[config.mk]
export PLATFORM = sky130hd
export DESIGN_NAME = ros2_sub_msg_fifo_flat
export DESIGN_NICKNAME = d
export VERILOG_FILES = /design/src/rtl/ros2_sub_msg_fifo_if.sv /design/src/rtl/ros2_sub_msg_fifo.sv /design/src/flat_wrapper.sv
export SDC_FILE = /design/constraint.sdc
export NUM_CORES = 2
export LEC_CHECK = 0
export BUFFER_PORTS_ARGS = -buffer_cell sky130_fd_sc_hd__buf_4
export CAP_MARGIN = 20
export CELL_PAD_IN_SITES_DETAIL_PLACEMENT = 0
export CELL_PAD_IN_SITES_GLOBAL_PLACEMENT = 2
export CORE_ASPECT_RATIO = 2
export CORE_MARGIN = 2
export CORE_UTILIZATION = 50
export CTS_CLUSTER_DIAMETER = 120
export CTS_CLUSTER_SIZE = 40
export DETAILED_ROUTE_END_ITERATION = 16
export HOLD_SLACK_MARGIN = 0.08
export PLACE_DENSITY_LB_ADDON = 0.1
export SLEW_MARGIN = 5
export SYNTH_ARGS = -nofsm -noshare
export SYNTH_HDL_FRONTEND = slang
export SYNTH_SLANG_ARGS = --single-unit
[constraint.sdc]
create_clock -name clk -period 3 [get_ports clk]
set_clock_uncertainty 0.1 [all_clocks]
set_input_delay 0.45 -clock clk [delete_from_list [all_inputs] [get_ports clk]]
set_output_delay 0.45 -clock clk [all_outputs]
set_load 0.005 [all_outputs]
[src/rtl/ros2_sub_msg_fifo_if.sv]
// Purpose : bundles the ROS2 subscriber message-buffer write port, read port
//           and status/counter signals into one interface.
// Ports   : master = message source + consumer (drives wr_*, rd_ready, rd_addr,
//           drop_clr); slave = the buffer (drives rd_valid, rd_len, rd_data,
//           msg_count, drop_count, last_byte0).
interface ros2_sub_msg_fifo_if #(
   parameter int AW     = 6,
   parameter int BW     = 2,
   parameter int DROP_W = 16
);
   // write side (from the ROS2 application-data port)
   logic [AW-1:0]     wr_addr;
   logic              wr_ce;
   logic              wr_we;
   logic [7:0]        wr_wdata;
   logic [7:0]        wr_len;
   logic              wr_recv;
   // read side (to user logic)
   logic              rd_valid;
   logic              rd_ready;
   logic [7:0]        rd_len;
   logic [AW-1:0]     rd_addr;
   logic [7:0]        rd_data;
   // status
   logic [BW:0]       msg_count;
   logic [DROP_W-1:0] drop_count;
   logic              drop_clr;
   logic [7:0]        last_byte0;

   modport master (
      output wr_addr, wr_ce, wr_we, wr_wdata, wr_len, wr_recv,
      output rd_ready, rd_addr, drop_clr,
      input  rd_valid, rd_len, rd_data, msg_count, drop_count, last_byte0
   );

   modport slave (
      input  wr_addr, wr_ce, wr_we, wr_wdata, wr_len, wr_recv,
      input  rd_ready, rd_addr, drop_clr,
      output rd_valid, rd_len, rd_data, msg_count, drop_count, last_byte0
   );
endinterface

[src/rtl/ros2_sub_msg_fifo.sv]
// Purpose : multi-bank message buffer. Incoming bytes are captured into the bank at
//           the write pointer and committed on wr_recv; committed messages are read
//           in FIFO order through a random-access port and released with a pop.
// Latency : commit visible one cycle after wr_recv; rd_data is registered (1 cycle).
// Backpressure: none on the write side -- a message arriving while every bank is
//           full is dropped and counted; rd_ready only pops while rd_valid.
// Ports   : clk, rst_n (async, active low) plus the slave side of
//           ros2_sub_msg_fifo_if (wr_* write port, rd_* read port, status counters).
module ros2_sub_msg_fifo #(
   parameter int MAX_LEN   = 64,
   parameter int NUM_BANKS = 4,
   parameter int DROP_W    = 16,
   parameter int AW        = $clog2(MAX_LEN),
   parameter int BW        = $clog2(NUM_BANKS)
) (
   input  logic               clk,
   input  logic               rst_n,
   ros2_sub_msg_fifo_if.slave bus
);
   localparam int LAW = $clog2(MAX_LEN);

   localparam logic [1:0] ST_IDLE    = 2'd0;
   localparam logic [1:0] ST_CAPTURE = 2'd1;
   localparam logic [1:0] ST_DROP    = 2'd2;

   logic [7:0]        mem [NUM_BANKS][MAX_LEN];
   logic [7:0]        len_tab [NUM_BANKS];
   logic [1:0]        state;
   logic [BW-1:0]     wp;
   logic [BW-1:0]     rp;
   logic [BW:0]       count;
   logic [7:0]        shadow0;
   logic [DROP_W-1:0] drop_cnt;
   logic [7:0]        last_b0;
   logic [7:0]        rd_data_q;

   logic              wr_hit;
   logic              full;
   logic              capture_wr;
   logic              do_commit;
   logic              do_drop;
   logic              do_pop;
   logic [7:0]        len_clamped;
   logic [7:0]        byte0_now;
   logic [LAW-1:0]    wr_idx;
   logic [LAW-1:0]    rd_idx;

   // Addresses past the bank size are silently ignored; the compare is done one
   // bit wider so it also works when AW is wider than the bank index.
   assign wr_hit = bus.wr_ce & bus.wr_we &
                   ({1'b0, bus.wr_addr} < (AW+1)'(MAX_LEN));
   assign wr_idx = bus.wr_addr[LAW-1:0];
   assign rd_idx = bus.rd_addr[LAW-1:0];

   assign full = (count == (BW+1)'(NUM_BANKS));

   // A byte lands in the write bank when it opens a message on a non-full buffer
   // or continues a message already being captured. A capturing message can never
   // collide with a committed bank: wp only moves on commit.
   assign capture_wr = wr_hit & (((state == ST_IDLE) & ~full) | (state == ST_CAPTURE));

   // full is the pre-pop value, so a same-cycle pop never rescues an arrival.
   assign do_commit = bus.wr_recv & (state != ST_DROP) & ~full;
   assign do_drop   = bus.wr_recv & ~do_commit;
   assign do_pop    = bus.rd_ready & (count != '0);

   assign len_clamped = (bus.wr_len > 8'(MAX_LEN)) ? 8'(MAX_LEN) : bus.wr_len;

   // A byte 0 written in the commit cycle itself must win over the shadow copy.
   assign byte0_now = (capture_wr && (bus.wr_addr == '0)) ? bus.wr_wdata : shadow0;

   // Message storage is deliberately not reset.
   always_ff @(posedge clk) begin
      if (capture_wr) begin
         mem[wp][wr_idx] <= bus.wr_wdata;
      end
   end

   always_ff @(posedge clk or negedge rst_n) begin
      if (!rst_n) begin
         state     <= ST_IDLE;
         wp        <= '0;
         rp        <= '0;
         count     <= '0;
         shadow0   <= '0;
         drop_cnt  <= '0;
         last_b0   <= '0;
         rd_data_q <= '0;
         for (int i = 0; i < NUM_BANKS; i++) begin
            len_tab[i] <= '0;
         end
      end else begin
         // read port runs every cycle, head valid or not
         rd_data_q <= mem[rp][rd_idx];

         if (bus.wr_recv) begin
            state <= ST_IDLE;
         end else if (wr_hit && (state == ST_IDLE)) begin
            state <= full ? ST_DROP : ST_CAPTURE;
         end

         if (capture_wr && (bus.wr_addr == '0)) begin
            shadow0 <= bus.wr_wdata;
         end

         if (do_commit) begin
            len_tab[wp] <= len_clamped;
            last_b0     <= byte0_now;
            wp          <= wp + 1'b1;
         end

         if (do_pop) begin
            rp <= rp + 1'b1;
         end

         if (do_commit && !do_pop) begin
            count <= count + 1'b1;
         end else if (!do_commit && do_pop) begin
            count <= count - 1'b1;
         end

         if (bus.drop_clr) begin
            drop_cnt <= '0;
         end else if (do_drop && (drop_cnt != '1)) begin
            drop_cnt <= drop_cnt + 1'b1;
         end
      end
   end

   assign bus.rd_valid   = (count != '0);
   assign bus.rd_len     = len_tab[rp];
   assign bus.rd_data    = rd_data_q;
   assign bus.msg_count  = count;
   assign bus.drop_count = drop_cnt;
   assign bus.last_byte0 = last_b0;
endmodule

[src/flat_wrapper.sv]
// flat-port wrapper written by rule: the top's interface ports become plain ports
module ros2_sub_msg_fifo_flat 
#(
   parameter int MAX_LEN   = 64,
   parameter int NUM_BANKS = 4,
   parameter int DROP_W    = 16,
   parameter int AW        = $clog2(MAX_LEN),
   parameter int BW        = $clog2(NUM_BANKS)
)
  (clk, rst_n, bus_wr_addr, bus_wr_ce, bus_wr_we, bus_wr_wdata, bus_wr_len, bus_wr_recv, bus_rd_ready, bus_rd_addr, bus_drop_clr, bus_rd_valid, bus_rd_len, bus_rd_data, bus_msg_count, bus_drop_count, bus_last_byte0);
  ros2_sub_msg_fifo_if #(.AW(AW), .BW(BW), .DROP_W(DROP_W)) bus_i ();
  input  logic clk;
  input  logic rst_n;
  input wire logic [$bits(bus_i.wr_addr)-1:0] bus_wr_addr;
  input wire logic [$bits(bus_i.wr_ce)-1:0] bus_wr_ce;
  input wire logic [$bits(bus_i.wr_we)-1:0] bus_wr_we;
  input wire logic [$bits(bus_i.wr_wdata)-1:0] bus_wr_wdata;
  input wire logic [$bits(bus_i.wr_len)-1:0] bus_wr_len;
  input wire logic [$bits(bus_i.wr_recv)-1:0] bus_wr_recv;
  input wire logic [$bits(bus_i.rd_ready)-1:0] bus_rd_ready;
  input wire logic [$bits(bus_i.rd_addr)-1:0] bus_rd_addr;
  input wire logic [$bits(bus_i.drop_clr)-1:0] bus_drop_clr;
  output wire logic [$bits(bus_i.rd_valid)-1:0] bus_rd_valid;
  output wire logic [$bits(bus_i.rd_len)-1:0] bus_rd_len;
  output wire logic [$bits(bus_i.rd_data)-1:0] bus_rd_data;
  output wire logic [$bits(bus_i.msg_count)-1:0] bus_msg_count;
  output wire logic [$bits(bus_i.drop_count)-1:0] bus_drop_count;
  output wire logic [$bits(bus_i.last_byte0)-1:0] bus_last_byte0;
  assign bus_i.wr_addr = bus_wr_addr;
  assign bus_i.wr_ce = bus_wr_ce;
  assign bus_i.wr_we = bus_wr_we;
  assign bus_i.wr_wdata = bus_wr_wdata;
  assign bus_i.wr_len = bus_wr_len;
  assign bus_i.wr_recv = bus_wr_recv;
  assign bus_i.rd_ready = bus_rd_ready;
  assign bus_i.rd_addr = bus_rd_addr;
  assign bus_i.drop_clr = bus_drop_clr;
  assign bus_rd_valid = bus_i.rd_valid;
  assign bus_rd_len = bus_i.rd_len;
  assign bus_rd_data = bus_i.rd_data;
  assign bus_msg_count = bus_i.msg_count;
  assign bus_drop_count = bus_i.drop_count;
  assign bus_last_byte0 = bus_i.last_byte0;
  ros2_sub_msg_fifo #(.MAX_LEN(MAX_LEN), .NUM_BANKS(NUM_BANKS), .DROP_W(DROP_W), .AW(AW), .BW(BW)) u_core (.clk(clk), .rst_n(rst_n), .bus(bus_i));
endmodule
### Word-level counts from Yosys, hierarchy flattened

Memories as Yosys holds them, arrays and structs flattened.
Index checks and enable logic that the tools add are counted.
Widths: inputs -> output; s select.

* equal/unequal tests: 4
* bitwise operators: 14
* mux-type cells: 22
* magnitude comparators: 7
* reduce and logical (&&, ||, !) cells: 15
* add/subtract/negate cells: 5

Operators with widths (number)
* $mux 512: 1
* $mux 8: 8
* $bmux 8 s6: 1
* $demux 8 s6: 1
* $bwmux 32: 1
* $mux 16: 2
* $add 16x1->16 const B: 1
* $bmux 8 s2: 1
* $demux 8 s2: 1
* $ne 16x16->1 const B: 1
* $ge 7x7->1 const B: 2
* $not 6->7: 2
* $gt 8x7->1 const B: 1
* $and 1x1->1: 7
* $logic_and 1x1->1: 7
* $lt 7x1->1 const B: 1
* $ge 3x3->1 const B: 2
* $logic_not 6->1: 1
* $mux 2: 3
* $mux 3: 2
* $not 2->3: 2
* $reduce_bool 2->1: 3
* $add 2x1->2 const B: 2
* $add 3x1->3 const B: 1
* 11 further kinds: 13

* output and inout port bits: 44
* register bits after elaboration: 81
* RAM bits: 2048
* memories: 1

Memories
* u_core.mem: depth 4, bits a word 512, read ports 1, clocked after Yosys merged registers in 0, wr ports 1, line ros2_sub_msg_fifo.sv:26 `logic [7:0] mem [NUM_BANKS][MAX_LEN];`

### Logic depth before layout (Yosys ltp)

* word-level depth: 8
* depth in mapped cells: 11
* depth with buffers taken out: 9

### Worst setup path after synthesis

Ideal clock, no wire load.

* kind: register to register
* from: reg u_core.count[1], in the netlist u_core.bus.msg_count[1]
* to: reg u_core.count[1], in the netlist u_core.bus.msg_count[1]
* stages on the path, launching flop included: 9
* library setup time: 125 ps
* path slack: 250 ps
* required time: 2775 ps
* data arrival time: 2525 ps
* clock period less this slack: 2750 ps
* cell sequence: dfrtp_1 -> or3b_2 -> nand3_1 -> clkinv_1 -> clkbuf_1 -> ha_1 -> inv_1 -> fa_1 -> mux2_2

* word-level cells in the longest chain between the ends: 6

RTL lines
* start, declared: line ros2_sub_msg_fifo.sv:31 `logic [BW:0] count;`
* start signal, assigned: line ros2_sub_msg_fifo.sv:117 `count <= count + 1'b1;`
* start signal, assigned: line ros2_sub_msg_fifo.sv:119 `count <= count - 1'b1;`
* $eq 3x3->1 *: line ros2_sub_msg_fifo.sv:55 `assign full = (count == (BW+1)'(NUM_BANKS));`
* $not 1->1 *: line ros2_sub_msg_fifo.sv:63 `assign do_commit = bus.wr_recv & (state != ST_DROP) & ~full;`
* $and 1x1->1 *: line ros2_sub_msg_fifo.sv:63
* net u_core.do_commit: line ros2_sub_msg_fifo.sv:40 `logic do_commit;`
* $logic_not 1->1: line ros2_sub_msg_fifo.sv:118 `end else if (!do_commit && do_pop) begin`
* $logic_and 1x1->1: line ros2_sub_msg_fifo.sv:118
* $reduce_bool 2->1 (no line)

The timed path passes the listed nets; every way through them passes the cells marked *. The select of a mux whose other input is x is not followed.
A chain may end at the register's enable or synchronous reset.

### Worst setup path after layout

* from: reg u_core.rp[0]
* to: out bus_rd_len[5]

* word-level cells in the longest chain between the ends: 4

RTL lines
* start, declared: line ros2_sub_msg_fifo.sv:30 `logic [BW-1:0] rp;`
* start signal, assigned: line ros2_sub_msg_fifo.sv:113 `rp <= rp + 1'b1;`
* $not 2->3 (implied by the code): line ros2_sub_msg_fifo.sv:131 `assign bus.rd_len = len_tab[rp];`
* $bmux 8 s2: line ros2_sub_msg_fifo.sv:131
* $mux 8 (implied by the code) (2 in a row): line ros2_sub_msg_fifo.sv:131
* end, declared: line flat_wrapper.sv:24 `output wire logic [$bits(bus_i.rd_len)-1:0] bus_rd_len;`

Every way passes these cells. The select of a mux whose other input is x is not followed.

==> results.toml <==
[pwr]
ir_worst_vdd_v = 0.000654
power_density_nw_per_um2 = 699
p_leak_nw = 30.1

[min_path]
hold_end = "u_core.bus.rd_data[6]"
worstHoldPathType = "in2reg"
hold_path_depth = 4
min-delay-start = "bus_rd_addr[3]"

[placed_design]
io_buffers = 78
place_congestion = 0.867
dp_hpwl_mm = 155
dpl_worst_slack_ns = -0.598
placedInstanceArea_um2 = 90500

[routing]
ant_nets = 0
drt-vias-per-instance = 6.07
drtPass1Iterations = 5
dr_total_vias = 41680
drcViolationCount = 0
drt_wl_total_mm = 223
wl_per_cell_um = 32.5
drt_iter0_markers = 3733

[worst_setup_path]
criticalPathCategory = "reg2out"
critical-path-slowest-cell = "dfrtp_4"
cp_data_arrival_time_ns = 2.49
required_ns = 2.45
cp_num_buf_inv = 5
crit_path_cell_trace = "buf_12 -> buf_16 -> buf_16 -> buf_6 -> mux4_2 -> buf_6"
r2r_end = "u_core.bus.rd_data[4]"
slowest_delay_ns = 0.55
path_depth = 6
path_delay_family = "buffers and inverters"
rr_worst_depth = 8
crit_fanout = 6
r2r_start = "u_core.rp[0]"
ff2ff_setup_slack_ns = -0.02
critPathCaptureType = "output pin"
start_kind = "flop"

[yosys]
ys.flop_type = "edfxtp_1"
netlist_area_um2 = 82700
synth_cells = 4087
synthesis.nets = 4129
postSynthAreaPerCell_um2 = 20.2
synth_warnings = 0
synth.ff_latch_count = 2129
synth_edf_count = 2048
async_reset_ff_frac = 0.0380
ys_types = 65
ys_seq_area_frac = 0.768

[floorplan]
core.rowCount = 211
die_h_um = 579
start_util = 0.502
die_area_um2 = 169000
die_width_um = 292
core-area_um2 = 165000
io_pins = 79

[grt]
gr-total-overflow = 0
grt_pass1_wl_mm = 315
grt_start_max_net_pins = 111
grtUsageTotal = 0.265
antenna_found_initial = 1
grt_pass1_vias = 43728

[finish]
layout-drive-gt1-share = 0.295
fillers = 12694
nets = 4735
stdcell_area_um2 = 93800
area_growth_syn_to_layout_pct = 13.4

[cts]
root_buffer = "clkbuf_16"
cts.sinks = 2129
cts_htree_levels = 2
clk_pin_slew_ns = 0.14
cts_buffers = 59
cts_tree = "built"
clk_latency_ns = 0.78
cts_buffer_depth = 3

[timing]
post-route-worst-setup-slack_ns = -0.0434
rsz0062_at_grt = "true"
slew_violations = 0
min_period_ns = 3.04
fin_crit_sh = 1.01
worst_slew_pin_slew_ns = 0.994
maxSlewHeadroom = 0.338
setup_viol = 5
fmax_mhz = 329
hold_viol_final = 0

[run]
maxCapViolCount = 0

[status]
status = "complete, but fails checks"
violations = "negative setup slack"
-- per-layer routing --
layer	GRT usage	wire length (um)
met5	0	0
met4	0.124	12400
met3	0.0186	7050
met2	0.512	126000
met1	0.294	77700
-- placed cells by master, fill, tap and decap left out, types with 37 or more instances in the layout --
cell       instances
dfrtp_1           79
nand3_1           45
o22ai_1           39
nand2_1          115
mux2i_1          162
edfxtp_1        2048
clkbuf_16         60
buf_12            73
a22oi_1          107
nor2_1           296
mux4_2           441
o21ai_0           49
clkbuf_1          37
buf_4            627
a21oi_1           62
-- worst max path at each step --
stage	startpoint	endpoint	slack [ns]
final	u_core.rp[0]	bus_rd_len[5]	-0.04
after global routing	u_core.rp[0]	bus_rd_len[5]	-0.13
after detailed placement	u_core.rp[0]	u_core.bus.rd_data[5]	-0.60
after floorplan	u_core.bus.msg_count[1]	u_core.bus.msg_count[1]	0.25
after CTS	u_core.rp[0]	bus_rd_len[5]	-0.13
after global placement	u_core.rp[0]	u_core.bus.rd_data[5]	-0.61
-- flip-flops by register name, summed over array words and instances (netlist names) --
register and flops:
u_core.bus.msg_count 3, u_core.len_tab 32, u_core.wp 2, u_core.state 2, u_core.shadow0 8, u_core.bus.rd_data 8, u_core.mem 2048, u_core.bus.last_byte0 8
u_core.bus.drop_count 16, u_core.rp 2
-- cell usage after synthesis (5+ instances only) --
master | n | area (um2)
mux2_2 | 9 | 101
o22a_1 | 5 | 43.8
a221oi_1 | 22 | 193
nand2b_1 | 9 | 56.3
nand2_1 | 120 | 450
nand3_1 | 48 | 240
o21ai_1 | 7 | 35.0
a22oi_1 | 115 | 863
a22o_1 | 29 | 254
o21ai_0 | 53 | 265
buf_2 | 48 | 240
nor3_1 | 33 | 165
nor2b_1 | 20 | 125
a311oi_1 | 7 | 61.3
nand4_1 | 5 | 31.3
inv_1 | 10 | 37.5
buf_4 | 30 | 225
buf_1 | 11 | 41.3
buf_6 | 25 | 282
nor4_1 | 25 | 156
a31oi_1 | 8 | 50.1
a21oi_1 | 76 | 380
or2_2 | 6 | 37.5
edfxtp_1 | 2048 | 61500
mux2i_1 | 164 | 1640
o221ai_1 | 22 | 193
clkbuf_1 | 110 | 413
nor2_1 | 310 | 1160
and2_1 | 16 | 100
o211ai_1 | 5 | 37.5
ha_1 | 6 | 75.1
o22ai_1 | 43 | 269
a211oi_1 | 31 | 233
mux4_2 | 441 | 9930
a2111oi_0 | 5 | 43.8
xnor2_1 | 16 | 140
o32ai_1 | 8 | 70.1
dfrtp_1 | 81 | 2030
-- final cells by class --
class | count | area (um2) | area share
Timing Repair Buffer | 777 | 7260 | 0.0774
Inverter | 12 | 45.0 | 0.000480
Sequential cell | 2129 | 63500 | 0.677
Clock inverter | 4 | 56.3 | 0.000600
Clock buffer | 96 | 1620 | 0.0172
Tap cell | 2130 | 2670 | 0.0284
Multi-Input combinational cell | 1714 | 18600 | 0.199
Antenna cell | 2 | 5.00 | 0.0000533
-- where the power goes --
group	switching (W)	total, W	internal (W)	leakage [nW]
registers	0.000261	0.0331	0.0329	19.5
logic	0.0102	0.0203	0.0101	9.86
clock network	0.00830	0.0121	0.00379	0.796
-- through the flow --
step	power, W	instances	setup TNS (ns)	util	hold WS, ns
2_1_floorplan	0.0455	4087	0	-	0.0544
3_3_place_gp	0.0528	6699	-3.14	0.549	0.316
3_5_place_dp	0.0529	6699	-3.17	0.549	0.322
4_1_cts	0.0658	6850	-0.919	0.567	0.193
5_1_grt	0.0678	6863	-0.843	0.569	0.249
6_report	0.0655	6864	-0.169	0.569	0.274
-- cells by family (layout without fill, tap and decap cells) --
logic type               Yosys count  after routing  synth area share
flip-flops                      2129           2129             0.768
buffers and inverters            244            889            0.0168
AND/OR/NAND/NOR                  618            618            0.0330
adder cells (fa/ha/maj)            7              7           0.00115
multiplexers                     614            614             0.141
XOR/XNOR                          19             19           0.00201
other                              0              2                 0
AO/OA/AOI/OAI                    456            456            0.0382
-- repair_timing --
item	CTS	global route
buffers inserted	15	14
pin swaps	17	13
setup endpoints to repair	16	85
endpoints found under the hold margin	381	0
gates cloned	6	1
hold buffers	30	0
resized for setup	118	76
-- worst min-delay path, stage by stage --
cell and delay, ns:
buf_4 0.14, buf_12 0.17, a211oi_1 0.27, nor4_2 0.08
(Power assumes the default switching activity.)
